==> config.mk <==
export PLATFORM = sky130hd
export DESIGN_NAME = cnl_job_sweep_sequencer
export DESIGN_NICKNAME = d
export VERILOG_FILES = /design/src/rtl/cnl_job_sweep_sequencer.sv
export SDC_FILE = /design/constraint.sdc
export NUM_CORES = 1
export LEC_CHECK = 0
export BUFFER_PORTS_ARGS = -buffer_cell sky130_fd_sc_hd__buf_2
export CORE_UTILIZATION = 57
export CTS_CLUSTER_DIAMETER = 120
export DETAILED_ROUTE_END_ITERATION = 12
export GPL_ROUTABILITY_DRIVEN = 0
export PLACE_DENSITY_LB_ADDON = 0.15
export SYNTH_ARGS = -nofsm -noshare
export SYNTH_HDL_FRONTEND = slang
export SYNTH_SLANG_ARGS = --single-unit
==> constraint.sdc <==
create_clock -name clk_if -period 18.3 [get_ports clk_if]
set_clock_uncertainty 0.05 [all_clocks]
set_input_delay 3.66 -clock clk_if [delete_from_list [all_inputs] [get_ports clk_if]]
set_output_delay 3.66 -clock clk_if [all_outputs]
set_load 0.03 [all_outputs]
==> src/rtl/cnl_job_sweep_sequencer.sv <==
// cnl_job_sweep_sequencer: walks a size x stride x pad x kernel grid, issues one quad job per point and checks its result beat count.
module cnl_job_sweep_sequencer #(
  parameter int NUM_SIZES      = 2,
  parameter int NUM_STRIDES    = 2,
  parameter int NUM_PADS       = 2,
  parameter int NUM_KCFGS      = 5,
  parameter int KERNEL_SIZE    = 3,
  parameter int DEPTH          = 4,
  parameter int MAX_INPUT_COLS = 64,
  parameter int TIMEOUT_CYCLES = 2**20
) (
  input  logic         clk_if,
  input  logic         rst,
  input  logic         cfg_wr_en,
  input  logic [1:0]   cfg_wr_sel,
  input  logic [3:0]   cfg_wr_idx,
  input  logic [15:0]  cfg_wr_data,
  input  logic         sweep_start,
  input  logic         sweep_abort,
  output logic         job_start,
  input  logic         job_accept,
  output logic [127:0] job_parameters,
  input  logic         job_complete,
  output logic         job_complete_ack,
  input  logic         result_valid,
  output logic         result_accept,
  output logic         sweep_busy,
  output logic         sweep_done,
  output logic [15:0]  cur_test_idx,
  output logic [15:0]  pass_count,
  output logic [15:0]  fail_count,
  output logic [15:0]  last_fail_idx,
  output logic         timeout_err
);
  localparam int SW = NUM_SIZES   > 1 ? $clog2(NUM_SIZES)   : 1;
  localparam int TW = NUM_STRIDES > 1 ? $clog2(NUM_STRIDES) : 1;
  localparam int PW = NUM_PADS    > 1 ? $clog2(NUM_PADS)    : 1;
  localparam int KW = NUM_KCFGS   > 1 ? $clog2(NUM_KCFGS)   : 1;
  localparam logic [SW-1:0] SL = SW'(NUM_SIZES - 1);
  localparam logic [TW-1:0] TL = TW'(NUM_STRIDES - 1);
  localparam logic [PW-1:0] PL = PW'(NUM_PADS - 1);
  localparam logic [KW-1:0] KL = KW'(NUM_KCFGS - 1);
  typedef enum logic [2:0] {IDLE, PREP, ISSUE, WAIT, ACK, NEXT, DONE} state_t;
  state_t st;
  logic [15:0] size_tab [NUM_SIZES];
  logic [3:0]  stride_tab [NUM_STRIDES];
  logic [15:0] pad_tab [NUM_PADS];
  logic [15:0] kern_tab [NUM_KCFGS];
  logic [SW-1:0] si;
  logic [TW-1:0] ti;
  logic [PW-1:0] pi;
  logic [KW-1:0] ki;
  logic [31:0] beat_cnt, expected, to_cnt, exp_n, o32;
  logic [17:0] pad2, padded, eff_pad, o;
  logic [15:0] sz, pd, kn, eff;
  logic [3:0]  sd;
  logic [1:0]  sh;
  logic        skip, k_w, p_w, t_w, s_w;
  always_ff @(posedge clk_if)
    if (cfg_wr_en && !sweep_busy) begin
      if (cfg_wr_sel == 2'd0 && {28'd0, cfg_wr_idx} < NUM_SIZES)   size_tab[cfg_wr_idx[SW-1:0]]   <= cfg_wr_data;
      if (cfg_wr_sel == 2'd1 && {28'd0, cfg_wr_idx} < NUM_STRIDES) stride_tab[cfg_wr_idx[TW-1:0]] <= cfg_wr_data[3:0];
      if (cfg_wr_sel == 2'd2 && {28'd0, cfg_wr_idx} < NUM_PADS)    pad_tab[cfg_wr_idx[PW-1:0]]    <= cfg_wr_data;
      if (cfg_wr_sel == 2'd3 && {28'd0, cfg_wr_idx} < NUM_KCFGS)   kern_tab[cfg_wr_idx[KW-1:0]]   <= cfg_wr_data;
    end
  // Clamp oversized padded images to the quad limit, then derive the output edge and beat volume.
  always_comb begin
    sz      = size_tab[si];
    sd      = stride_tab[ti];
    pd      = pad_tab[pi];
    kn      = kern_tab[ki];
    pad2    = {1'b0, pd, 1'b0};
    padded  = {2'b0, sz} + pad2;
    eff     = padded > 18'(MAX_INPUT_COLS) ? 16'(18'(MAX_INPUT_COLS) - pad2) : sz;
    eff_pad = {2'b0, eff} + pad2;
    skip    = eff_pad < 18'(KERNEL_SIZE);
    sh      = sd[3] ? 2'd3 : sd[2] ? 2'd2 : sd[1] ? 2'd1 : 2'd0;
    o       = ((eff_pad - 18'(KERNEL_SIZE)) >> sh) + 18'd1;
    o32     = 32'(o);
    exp_n   = o32 * o32 * {16'd0, kn};
    k_w     = ki == KL;
    p_w     = k_w && pi == PL;
    t_w     = p_w && ti == TL;
    s_w     = t_w && si == SL;
  end
  always_ff @(posedge clk_if) begin
    if (rst) begin
      st <= IDLE;
      job_start <= 1'b0;
      job_parameters <= '0;
      job_complete_ack <= 1'b0;
      result_accept <= 1'b0;
      sweep_busy <= 1'b0;
      sweep_done <= 1'b0;
      cur_test_idx <= '0;
      pass_count <= '0;
      fail_count <= '0;
      last_fail_idx <= '0;
      timeout_err <= 1'b0;
      si <= '0;
      ti <= '0;
      pi <= '0;
      ki <= '0;
      beat_cnt <= '0;
      expected <= '0;
      to_cnt <= '0;
    end else if (sweep_abort) begin
      st <= IDLE;
      job_start <= 1'b0;
      job_complete_ack <= 1'b0;
      result_accept <= 1'b0;
      sweep_busy <= 1'b0;
      sweep_done <= 1'b0;
    end else begin
      case (st)
        IDLE: if (sweep_start) begin
          st <= PREP;
          sweep_busy <= 1'b1;
          cur_test_idx <= '0;
          pass_count <= '0;
          fail_count <= '0;
          last_fail_idx <= '0;
          timeout_err <= 1'b0;
          si <= '0;
          ti <= '0;
          pi <= '0;
          ki <= '0;
        end
        PREP: if (skip) st <= NEXT;
        else begin
          st <= ISSUE;
          job_start <= 1'b1;
          expected <= exp_n;
          job_parameters <= {16'd0, cur_test_idx, 16'd0, pd[3:0], sd, 8'(KERNEL_SIZE), kn, 16'(DEPTH), eff, eff};
        end
        ISSUE: if (job_accept) begin
          st <= WAIT;
          job_start <= 1'b0;
          result_accept <= 1'b1;
          beat_cnt <= '0;
          to_cnt <= '0;
        end
        WAIT: begin
          if (result_valid && beat_cnt != '1) beat_cnt <= beat_cnt + 32'd1;
          if (job_complete) begin
            st <= ACK;
            result_accept <= 1'b0;
            job_complete_ack <= 1'b1;
          end else if (to_cnt == TIMEOUT_CYCLES - 1) begin
            st <= IDLE;
            result_accept <= 1'b0;
            sweep_busy <= 1'b0;
            timeout_err <= 1'b1;
            fail_count <= fail_count + 16'd1;
          end else to_cnt <= to_cnt + 32'd1;
        end
        ACK: begin
          st <= NEXT;
          job_complete_ack <= 1'b0;
          if (beat_cnt == expected) pass_count <= pass_count + 16'd1;
          else begin
            fail_count <= fail_count + 16'd1;
            last_fail_idx <= cur_test_idx;
          end
        end
        NEXT: begin
          cur_test_idx <= cur_test_idx + 16'd1;
          ki <= k_w ? '0 : ki + 1'b1;
          if (k_w) pi <= pi == PL ? '0 : pi + 1'b1;
          if (p_w) ti <= ti == TL ? '0 : ti + 1'b1;
          if (t_w) si <= si == SL ? '0 : si + 1'b1;
          st <= s_w ? DONE : PREP;
          sweep_done <= s_w;
        end
        DONE: begin
          st <= IDLE;
          sweep_done <= 1'b0;
          sweep_busy <= 1'b0;
        end
        default: st <= IDLE;
      endcase
    end
  end
endmodule

==> impl_metrics.yaml <==
floorplanning:
  die-height_um: 264
  core-area_sq_um: 67500
  dieWidth_um: 264
  initial_utilization_pct: 57.9
  core.rowCount: 95
  boundaryPins: 228
  die_area_sq_um: 69600
run_status:
  status: "finished clean"
worst_setup_path:
  critical-path-max-stage-delay_ns: 0.59
  timing.critical_path.to_type: "flop"
  path_class: "flop to flop"
  slowest_cell_on_crit_path: "sky130_fd_sc_hd__fa_1"
  timing.critical_path.mode_cell: "sky130_fd_sc_hd__fa_1"
  setup.worst_path.start_class: "flop"
  data_required_time_of_the_critical_path_ns: 18.73
  cp_max_fo: 8
  timing.critical_path.max_delay_family: "adder cells"
  critical_path.n_buffers_inverters: 15
  critical_path_arrival_ns: 18.51
yosys:
  ys_types: 113
  yosysSeqAreaShare_pct: 23.9
  synth.cell_area_sq_um: 39100
  synth-seq-cells: 390
  ys_async_sr_fraction_pct: 0
  synth_top_area_share_pct: 26.2
  synthFlopType: "sky130_fd_sc_hd__dfxtp_1"
  synth.largest_area_cell: "sky130_fd_sc_hd__fa_1"
  post_synth_inst_count: 4255
  synth.yosys.warnings: 0
  syn_area_per_cell_sq_um: 9.19
  synth_enable_flop_cells: 152
  synth_top_area_cells: "sky130_fd_sc_hd__fa_1, sky130_fd_sc_hd__dfxtp_1, sky130_fd_sc_hd__edfxtp_1, sky130_fd_sc_hd__ha_1, sky130_fd_sc_hd__inv_1"
finish:
  share_of_post_route_cells_with_drive_strength_above_1_pct: 17.9
  fin_cells: 5598
  flow.area_growth_from_synthesis_pct: 15.3
  most_frequent_cells_in_the_layout: "sky130_fd_sc_hd__inv_1, sky130_fd_sc_hd__nand2_1, sky130_fd_sc_hd__fa_1, sky130_fd_sc_hd__buf_4, sky130_fd_sc_hd__nor2_1"
  nNetsFinal: 5432
  finalInstanceArea_sq_um: 45100
  final_common_cell: "sky130_fd_sc_hd__inv_1"
sta:
  worst_hold_slack_ns: 0.399
  tightest_slew_ns: 1.16
  finalCritPeriodShare_pct: 98.8
  final_hold_viol_count: 0
  final_period_minus_worst_setup_slack_ns: 18.08
  timing_max_transition_violations_final: 0
  slew_headroom_pct: 22.1
  postLayoutSetupSlackWorst_ns: 0.221
  rsz_0062_raised_after_global_routing: "yes"
  timing.final.setup_violations: 0
  fmaxAchievable_mhz: 55.3
drt:
  postRouteAntennaNets: 0
  detailedRoute.firstPassIterationCount: 5
  post_drt_wl_per_cell_um: 18.7
  vias_per_cell: 5.55
  total_vias_in_the_final_route: 31100
  remaining_drc_errors: 0
  drt_iter0_markers: 1718
  detail_route.wirelength_um: 105000
run:
  maxCapViolations: 0
global_route:
  grt_start_max_net_pins: 76
  antenna_found_initial: 2
  global_route.usage.total_pct: 30.4
  wire_length_of_the_first_global_routing_pass_um: 167000
  globalRouteOverflowTotal: 0
  grt_pass1_vias: 31700
clock_network:
  cts_buffers: 44
  max-clock-path-buffers: 3
  htree_num_levels: 2
  clk_transition_reported_paths_ns: 0.06
  clock_latency_ns: 0.58
  clock-root-buffer: "sky130_fd_sc_hd__clkbuf_16"
  cts.sinks: 390
  tritoncts: "done"
place:
  placed_cell_area_sq_um: 43200
  dpl_worst_slack_ns: -0.548
  place.port_buffers: 174
  place.detailed.instances: 5504
  place_hpwl_um: 82200
min_path:
  worstHoldPathType: "flop to flop"
[registers in the layout, summed over array words and instances (netlist names), 8 cells and up, named ones only]
register / cells
beat_cnt: 32
stride_tab: 8
size_tab: 32
cur_test_idx: 16
job_parameters: 57
last_fail_idx: 16
pad_tab: 32
pass_count: 16
expected: 32
to_cnt: 32
kern_tab: 80
fail_count: 16
[per-stage QoR]
stage / TNS (ns) / utilization [%]
final: 0 / 66.8
after global routing: -0.862 / 66.8
after CTS: 0 / 66.2
after detailed placement: -0.656 / 64.0
after global placement: -0.127 / 64.0
after floorplan: 0 / -
[logic make-up (layout without fill, tap and decap cells)]
| group | count (synthesis) | in the layout | synth area share [%] |
|---|---|---|---|
| other | 1 | 54 | 0.00959 |
| flip-flops | 390 | 390 | 23.9 |
| adder cells (fa/ha/maj) | 712 | 712 | 32.6 |
| buffers and inverters | 863 | 1280 | 9.04 |
| AO/OA/AOI/OAI | 485 | 485 | 8.09 |
| AND/OR/NAND/NOR | 1456 | 1456 | 17.5 |
| XOR/XNOR | 256 | 256 | 5.94 |
| multiplexers | 92 | 92 | 3.01 |
[final cells by class]
type,count,area [sq um]
multi-input combinational,3054,27000
fill,5505,22400
sequential,390,9330
timing repair buffer,567,3880
inverter,633,2380
clock buffer,54,1190
tap,873,1090
clock inverter,26,208
antenna,1,2.50
[path summary, 6_finish.rpt]
| check | slack (ns) | end | startpoint | depth (start not counted) |
|---|---|---|---|---|
| max | 0.22 | expected[31] | flop | 74 |
| min | 0.40 | job_parameters[48] | job_parameters[48] | 2 |
| max reg2reg | 0.22 | expected[31] | flop | 74 |
| min reg2reg | 0.40 | job_parameters[48] | job_parameters[48] | 2 |
[tightest hold or removal path: stages, from the launching register on]
cell and delay, ns:
sky130_fd_sc_hd__dfxtp_1 0.30, sky130_fd_sc_hd__nand2_1 0.05, sky130_fd_sc_hd__a21oi_1 0.05
[Yosys cell counts (all sizes together), types with 11 or more instances]
| master | count |
|---|---|
| a211oi | 33 |
| a21o | 26 |
| a21oi | 179 |
| a31oi | 16 |
| and2 | 68 |
| and3 | 29 |
| buf | 95 |
| clkbuf | 135 |
| dfxtp | 238 |
| edfxtp | 152 |
| fa | 511 |
| ha | 201 |
| inv | 629 |
| mux2 | 43 |
| mux2i | 33 |
| mux4 | 16 |
| nand2 | 540 |
| nand2b | 54 |
| nand3 | 93 |
| nand4 | 46 |
| nor2 | 378 |
| nor2b | 59 |
| nor3 | 68 |
| nor4 | 28 |
| o211ai | 11 |
| o21a | 11 |
| o21ai | 95 |
| o21bai | 14 |
| or2 | 18 |
| or3 | 32 |
| xnor2 | 109 |
| xor2 | 144 |
[per-layer routing]
layer / vias to the layer above / GRT usage [%] / routed length (um)
met1: 15400 / 37.6 / 42300
li1: 14500 / - / -
met4: 0 / 13.6 / 5120
met5: - / 0 / 0
met3: 263 / 3.92 / 5890
met2: 1003 / 53.1 / 51600
[what timing repair did]
action	in CTS	in global routing
hold buffers	0	0
cloned	0	0
setup buffers	7	6
pin swaps	12	38
setup endpoints to repair	2	8
resized for setup	10	70
Power is left out: the tool's default activity adds up to more than one toggle a clock period on the data nets, which glitch-free logic cannot reach.
